===== src/rtl/multicycle_ctrl.sv =====
// -----------------------------------------------------------------------------
// multicycle_ctrl
//
// Main control unit for a classic multicycle MIPS-style datapath. A Moore FSM
// sequences each instruction through fetch, decode and the class-specific
// execute/memory/write-back states. The only Mealy-style outputs are IRWrite
// and PCWrite in IF, which follow MemReady so the fetch commits only when
// memory has delivered the instruction.
//
// Ports
//   clk          in   rising-edge clock
//   reset        in   asynchronous reset, active low
//   OpCode[5:0]  in   opcode field of the instruction register
//   Funct[5:0]   in   funct field of the instruction register
//   MemReady     in   memory completed the current access this cycle
//   PCWrite      out  unconditional PC load
//   PCWriteCond  out  PC load qualified by ALU Zero
//   IorD         out  memory address select (0=PC, 1=ALUOut)
//   MemRead      out  memory read request
//   MemWrite     out  memory write request
//   IRWrite      out  instruction register load
//   RegDst       out  register destination (0=rt, 1=rd)
//   RegWrite     out  register file write
//   MemtoReg     out  write-back source (0=ALUOut, 1=MDR)
//   ALUSrcA      out  ALU A operand (0=PC, 1=A)
//   ALUSrcB[1:0] out  ALU B operand (00=B, 01=4, 10=imm, 11=imm<<2)
//   ALUOp[1:0]   out  00=add, 01=sub, 10=by Funct, 11=by OpCode
//   PCSource[1:0]out  00=ALU, 01=ALUOut, 10=jump target, 11=A
//   State[3:0]   out  current state code
//   InstCount    out  number of retired instructions (wraps)
//
// While reset is low every control output is forced to 0 combinationally, so
// a pending memory request or register write is dropped immediately rather
// than at the next clock.
// -----------------------------------------------------------------------------
module multicycle_ctrl (
    input  logic        clk,
    input  logic        reset,
    input  logic [5:0]  OpCode,
    input  logic [5:0]  Funct,
    input  logic        MemReady,
    output logic        PCWrite,
    output logic        PCWriteCond,
    output logic        IorD,
    output logic        MemRead,
    output logic        MemWrite,
    output logic        IRWrite,
    output logic        RegDst,
    output logic        RegWrite,
    output logic        MemtoReg,
    output logic        ALUSrcA,
    output logic [1:0]  ALUSrcB,
    output logic [1:0]  ALUOp,
    output logic [1:0]  PCSource,
    output logic [3:0]  State,
    output logic [31:0] InstCount
);

    typedef enum logic [3:0] {
        S_IF   = 4'd0,
        S_ID   = 4'd1,
        S_MADR = 4'd2,
        S_MRD  = 4'd3,
        S_MWB  = 4'd4,
        S_MWR  = 4'd5,
        S_REX  = 4'd6,
        S_RWB  = 4'd7,
        S_BEQ  = 4'd8,
        S_JMP  = 4'd9,
        S_IEX  = 4'd10,
        S_IWB  = 4'd11,
        S_JR   = 4'd12
    } state_t;

    localparam logic [5:0] OP_RTYPE = 6'h00;
    localparam logic [5:0] OP_J     = 6'h02;
    localparam logic [5:0] OP_BEQ   = 6'h04;
    localparam logic [5:0] OP_ADDI  = 6'h08;
    localparam logic [5:0] OP_SLTI  = 6'h0A;
    localparam logic [5:0] OP_ANDI  = 6'h0C;
    localparam logic [5:0] OP_ORI   = 6'h0D;
    localparam logic [5:0] OP_LW    = 6'h23;
    localparam logic [5:0] OP_SW    = 6'h2B;
    localparam logic [5:0] FN_JR    = 6'h08;

    state_t      state_q;
    state_t      state_d;
    logic [31:0] count_q;
    logic [31:0] count_d;
    logic        retire_s;

    // Decoded control values before the reset gate.
    logic        pc_write_s;
    logic        pc_write_cond_s;
    logic        iord_s;
    logic        mem_read_s;
    logic        mem_write_s;
    logic        ir_write_s;
    logic        reg_dst_s;
    logic        reg_write_s;
    logic        mem_to_reg_s;
    logic        alu_src_a_s;
    logic [1:0]  alu_src_b_s;
    logic [1:0]  alu_op_s;
    logic [1:0]  pc_source_s;

    // State and retired-instruction counter registers.
    always_ff @(posedge clk or negedge reset) begin
        if (!reset) begin
            state_q <= S_IF;
            count_q <= 32'd0;
        end else begin
            state_q <= state_d;
            count_q <= count_d;
        end
    end

    // Next-state logic and retire detection.
    always_comb begin
        state_d  = S_IF;
        retire_s = 1'b0;
        case (state_q)
            S_IF: begin
                if (MemReady) begin
                    state_d = S_ID;
                end else begin
                    state_d = S_IF;
                end
            end
            S_ID: begin
                case (OpCode)
                    OP_LW, OP_SW: state_d = S_MADR;
                    OP_RTYPE: begin
                        if (Funct == FN_JR) begin
                            state_d = S_JR;
                        end else begin
                            state_d = S_REX;
                        end
                    end
                    OP_BEQ:                          state_d = S_BEQ;
                    OP_J:                            state_d = S_JMP;
                    OP_ADDI, OP_SLTI, OP_ANDI, OP_ORI: state_d = S_IEX;
                    // Unsupported opcode: drop it without retiring.
                    default:                         state_d = S_IF;
                endcase
            end
            S_MADR: begin
                if (OpCode == OP_SW) begin
                    state_d = S_MWR;
                end else begin
                    state_d = S_MRD;
                end
            end
            S_MRD: begin
                if (MemReady) begin
                    state_d = S_MWB;
                end else begin
                    state_d = S_MRD;
                end
            end
            S_MWR: begin
                if (MemReady) begin
                    state_d  = S_IF;
                    retire_s = 1'b1;
                end else begin
                    state_d  = S_MWR;
                end
            end
            S_REX: state_d = S_RWB;
            S_IEX: state_d = S_IWB;
            S_MWB, S_RWB, S_IWB, S_BEQ, S_JMP, S_JR: begin
                state_d  = S_IF;
                retire_s = 1'b1;
            end
            // Unused codes 13-15 recover to fetch.
            default: state_d = S_IF;
        endcase
    end

    // Retired-instruction counter; wraps naturally at 32 bits.
    always_comb begin
        if (retire_s) begin
            count_d = count_q + 32'd1;
        end else begin
            count_d = count_q;
        end
    end

    // Per-state control decode; anything not set is 0 in that state.
    always_comb begin
        pc_write_s      = 1'b0;
        pc_write_cond_s = 1'b0;
        iord_s          = 1'b0;
        mem_read_s      = 1'b0;
        mem_write_s     = 1'b0;
        ir_write_s      = 1'b0;
        reg_dst_s       = 1'b0;
        reg_write_s     = 1'b0;
        mem_to_reg_s    = 1'b0;
        alu_src_a_s     = 1'b0;
        alu_src_b_s     = 2'b00;
        alu_op_s        = 2'b00;
        pc_source_s     = 2'b00;
        case (state_q)
            S_IF: begin
                mem_read_s  = 1'b1;
                alu_src_b_s = 2'b01;
                // Fetch commits IR and PC+4 only on the cycle memory answers.
                ir_write_s  = MemReady;
                pc_write_s  = MemReady;
            end
            S_ID: begin
                alu_src_b_s = 2'b11;
            end
            S_MADR: begin
                alu_src_a_s = 1'b1;
                alu_src_b_s = 2'b10;
            end
            S_MRD: begin
                mem_read_s = 1'b1;
                iord_s     = 1'b1;
            end
            S_MWB: begin
                reg_write_s  = 1'b1;
                mem_to_reg_s = 1'b1;
            end
            S_MWR: begin
                mem_write_s = 1'b1;
                iord_s      = 1'b1;
            end
            S_REX: begin
                alu_src_a_s = 1'b1;
                alu_op_s    = 2'b10;
            end
            S_RWB: begin
                reg_write_s = 1'b1;
                reg_dst_s   = 1'b1;
            end
            S_IEX: begin
                alu_src_a_s = 1'b1;
                alu_src_b_s = 2'b10;
                alu_op_s    = 2'b11;
            end
            S_IWB: begin
                reg_write_s = 1'b1;
            end
            S_BEQ: begin
                alu_src_a_s     = 1'b1;
                alu_op_s        = 2'b01;
                pc_write_cond_s = 1'b1;
                pc_source_s     = 2'b01;
            end
            S_JMP: begin
                pc_write_s  = 1'b1;
                pc_source_s = 2'b10;
            end
            S_JR: begin
                pc_write_s  = 1'b1;
                pc_source_s = 2'b11;
            end
            default: begin
                pc_write_s = 1'b0;
            end
        endcase
    end

    // Output stage: reset low silences every control line without a clock.
    always_comb begin
        if (!reset) begin
            PCWrite     = 1'b0;
            PCWriteCond = 1'b0;
            IorD        = 1'b0;
            MemRead     = 1'b0;
            MemWrite    = 1'b0;
            IRWrite     = 1'b0;
            RegDst      = 1'b0;
            RegWrite    = 1'b0;
            MemtoReg    = 1'b0;
            ALUSrcA     = 1'b0;
            ALUSrcB     = 2'b00;
            ALUOp       = 2'b00;
            PCSource    = 2'b00;
        end else begin
            PCWrite     = pc_write_s;
            PCWriteCond = pc_write_cond_s;
            IorD        = iord_s;
            MemRead     = mem_read_s;
            MemWrite    = mem_write_s;
            IRWrite     = ir_write_s;
            RegDst      = reg_dst_s;
            RegWrite    = reg_write_s;
            MemtoReg    = mem_to_reg_s;
            ALUSrcA     = alu_src_a_s;
            ALUSrcB     = alu_src_b_s;
            ALUOp       = alu_op_s;
            PCSource    = pc_source_s;
        end
    end

    assign State     = state_q;
    assign InstCount = count_q;

endmodule


===== config.mk =====
export PLATFORM = sky130hd
export DESIGN_NAME = multicycle_ctrl
export DESIGN_NICKNAME = d
export VERILOG_FILES = /design/src/rtl/multicycle_ctrl.sv
export SDC_FILE = /design/constraint.sdc
export NUM_CORES = 1
export LEC_CHECK = 0
export CORE_MARGIN = 5
export CORE_UTILIZATION = 46
export CTS_CLUSTER_DIAMETER = 120
export DETAILED_ROUTE_END_ITERATION = 10
export PLACE_DENSITY = 0.8
export SETUP_SLACK_MARGIN = 0.4
export SYNTH_ARGS = -nofsm -noshare
export SYNTH_HDL_FRONTEND = slang
export SYNTH_SLANG_ARGS = --single-unit

===== constraint.sdc =====
create_clock -name clk -period 2.43 [get_ports clk]
set_input_delay 0.243 -clock clk [delete_from_list [all_inputs] [get_ports clk]]
set_output_delay 0.243 -clock clk [all_outputs]
set_load 0.03 [all_outputs]

==> out/qor.txt <==
H-tree levels = 2
Die Wd = 77.30 um
Global-route usage over all layers = 0.1678
Crit-path max FO = 11
Clk_lat worst skew = 0.28 ns
Post-route ant nets = 0
Final Setup Violations = 0
Post-synth EDFFs = 0
Placer Congestion = 0.8334
Peak VDD IR = 0.3628 mV
Post-synth ARST share = 1.000
Top_reg_cell synth = dfrtp_1
Cells after Synth = 214
Starting density of the core = 0.4752
Post-Synthesis Cell Area = 2083 um2
Vias in the first global route = 1782
Max-cap violations = 0
Area Overhead vs Synth = 38.44%
Worst Setup Start Kind = register
CTS buffer count = 5
Sink Count = 36
PnR worst setup slack = 0.4776 ns
Max Clock Freq = 512.2 MHz
Largest net degree at the start of global routing = 37
Largest cells by area after synthesis = dfrtp_1 (43%), xor2_1 (7.6%), xnor2_1 (6.3%)
Max-Slew Margin vs Limit = 0.5774
Seq cells post-synth = 36
Die Height = 77.30 um
Post-synthesis mux area share = 0.01021
Avg Cell Area, Syn = 9.735 um2
Setup Skew = 0.01089 ns
Core Util, Final = 0.6578
Core ar. = 4384 um2
CP required = 2.19 ns
Port Buffers = 66
Max-slew violations = 0
Reg2Reg Launch Point = State[2]
Initial antenna violation count = 0
Post-synth top area share = 0.4324
RSZ-0062 raised after global routing = false
Crit. End Element = primary output
Share of layout cells above drive strength 1 = 0.1307
Tcrit/Tclk final = 0.8035
Synth area leader = dfrtp_1
Final Power = 2.093 mW
Drt pass-1 iters = 4
Ys Warns = 0
Hold Path Class = input pin to asynchronous set/reset pin
Hold_buf cts = 0
Crit path arrival time = 1.71 ns
Final WL = 4626 um
Wire per inst = 13.81 um
Least-Margin Pin Slew = 0.6297 ns
Synth cell types = 53
Pre-CTS setup slack = 0.1551 ns
Fraction of the mapped netlist area in simple logic gates = 0.2847
Nets = 299
Post-synthesis adder-cell area fraction = 0.006006
Ports = 67
Status = finished, final reports clean
Fillers = 369
Site row count = 24
DRC violations left = 0
Post-Synth XOR/XNOR Area = 0.1465
Synth Area in Compound Gates = 0.08288
Diode count = 0
Main combinational cell family by area after synthesis = simple AND/OR/NAND/NOR gates
R2r endpoint = InstCount[31]
Final Hold Vio Count = 0
Setup slack, reg-to-reg = 0.61 ns
Die area = 5975 um2
Crit path kind = register to primary output
CTS Root Cell = clkbuf_8
Min Tclk post-route = 1.952 ns
Post-Route Setup TNS = 0 ns
Register area share after synthesis = 0.4324
First-pass GRT wire length = 8266 um
Clk slew on worst S/H paths = 0.07 ns
Worst reg2reg path depth = 6
Power density over the cells = 725.9 nW/um2
Synthesized Nets = 230
Iteration-0 DRC Markers = 72
Vias = 1781
Pleak = 1.338 nW
Grt ovf = 0
Via density = 5.316
CTS max path bufs = 2
CTS tree = built
DP HPWL = 3558 um
-- metrics by stage --
stage / hold WS [ns] / instance area (um2) / cells
4_1_cts: 0.1017 / 2875 / 334
2_1_floorplan: -0.05259 / 2106 / 214
6_report: 0.09847 / 2884 / 335
5_1_grt: 0.1603 / 2884 / 335
3_5_place_dp: 0.4160 / 2809 / 327
3_3_place_gp: 0.4242 / 2809 / 327
-- report_power, final --
group          switching (mW)  internal, mW  total (mW)
logic                   0.575         0.381       0.955
registers              0.0845         0.663       0.748
clock network           0.196         0.195       0.390
-- registers in the layout, summed over array words and instances (netlist names) --
name,cells
State,4
InstCount,32
-- final cells by class --
type / count / area (um2) / area share
multi-input combinational: 162 / 1136 / 0.3939
sequential: 36 / 903.4 / 0.3132
timing repair buffer: 72 / 679.4 / 0.2356
clock buffer: 6 / 72.57 / 0.02516
tap: 52 / 65.06 / 0.02256
inverter: 6 / 22.52 / 0.007809
clock inverter: 1 / 5.005 / 0.001735
-- cell usage after synthesis (all sizes together), types with 2 or more instances --
cell type,n
inv,6
and4,4
dfrtp,36
a22oi,2
nand4,6
clkbuf,4
nor2b,2
a311oi,2
nand3b,3
and2,2
nand2b,4
a21oi,3
o21ai,2
nor3,11
nor2,26
nor4b,3
xor2,19
and3,4
nand3,12
xnor2,15
nor3b,2
nand2,20
buf,6
-- cells in the final DEF, fill, tap and decap left out, drive strengths merged, types with 2 or more instances in the layout --
cell type / synthesis / routed
a21oi: 3 / 3
a22oi: 2 / 2
a311oi: 2 / 2
and2: 2 / 2
and3: 4 / 4
and4: 4 / 4
buf: 6 / 7
clkbuf: 4 / 8
clkdlybuf4s15: 0 / 2
clkdlybuf4s50: 0 / 49
dfrtp: 36 / 36
dlygate4sd2: 0 / 11
inv: 6 / 6
nand2: 20 / 20
nand2b: 4 / 4
nand3: 12 / 12
nand3b: 3 / 3
nand4: 6 / 6
nor2: 26 / 26
nor2b: 2 / 2
nor3: 11 / 11
nor3b: 2 / 2
nor4b: 3 / 3
o21ai: 2 / 2
xnor2: 15 / 15
xor2: 19 / 19
-- worst max-delay path, cell delays in order (launching register included) --
cell and delay [ns]:
dfrtp_2 0.51, buf_4 0.21, nand2_1 0.08, nor4b_2 0.20, dlygate4sd2_1 0.44
-- cell families (layout without fill, tap and decap cells) --
logic type                 Yosys count  after routing
AOI/OAI and AO/OA                   20             20
xor gates and xnor gates            34             34
adders and majority gates            1              1
buffers and inverters               16             85
DFF                                 36             36
muxes                                2              2
and+or+nand+nor                    105            105
-- repair_timing --
| item | in CTS | in global routing |
|---|---|---|
| buffers inserted | 0 | 1 |
| setup endpoints to repair | 28 | 16 |
| gates resized for setup | 19 | 9 |
| pin swaps | 0 | 1 |
-- per-layer routing --
| metal | part of all wire | vias up | GRT usage | wire (um) |
|---|---|---|---|---|
| met1 | 0.43 | 846 | 0.2118 | 2008 |
| met2 | 0.49 | 49 | 0.2736 | 2284 |
| met5 | 0 | - | 0 | 0 |
| li1 | - | 881 | - | - |
| met4 | 0.017 | 0 | 0.06873 | 77 |
| met3 | 0.055 | 5 | 0.03981 | 256 |
-- worst max path at each step --
stage                         from             to  slack, ns  depth (start not counted)
after floorplan           State[2]       ALUOp[0]       0.33                          4
after global placement    MemReady  InstCount[10]       0.21                          6
after detailed placement  MemReady  InstCount[10]       0.16                          6
after CTS                 State[0]       ALUOp[1]       0.31                          3
after global routing      State[1]     ALUSrcB[1]       0.40                          5
final                     State[2]        ALUSrcA       0.48                          4
Power figures use the tool's default switching activity.
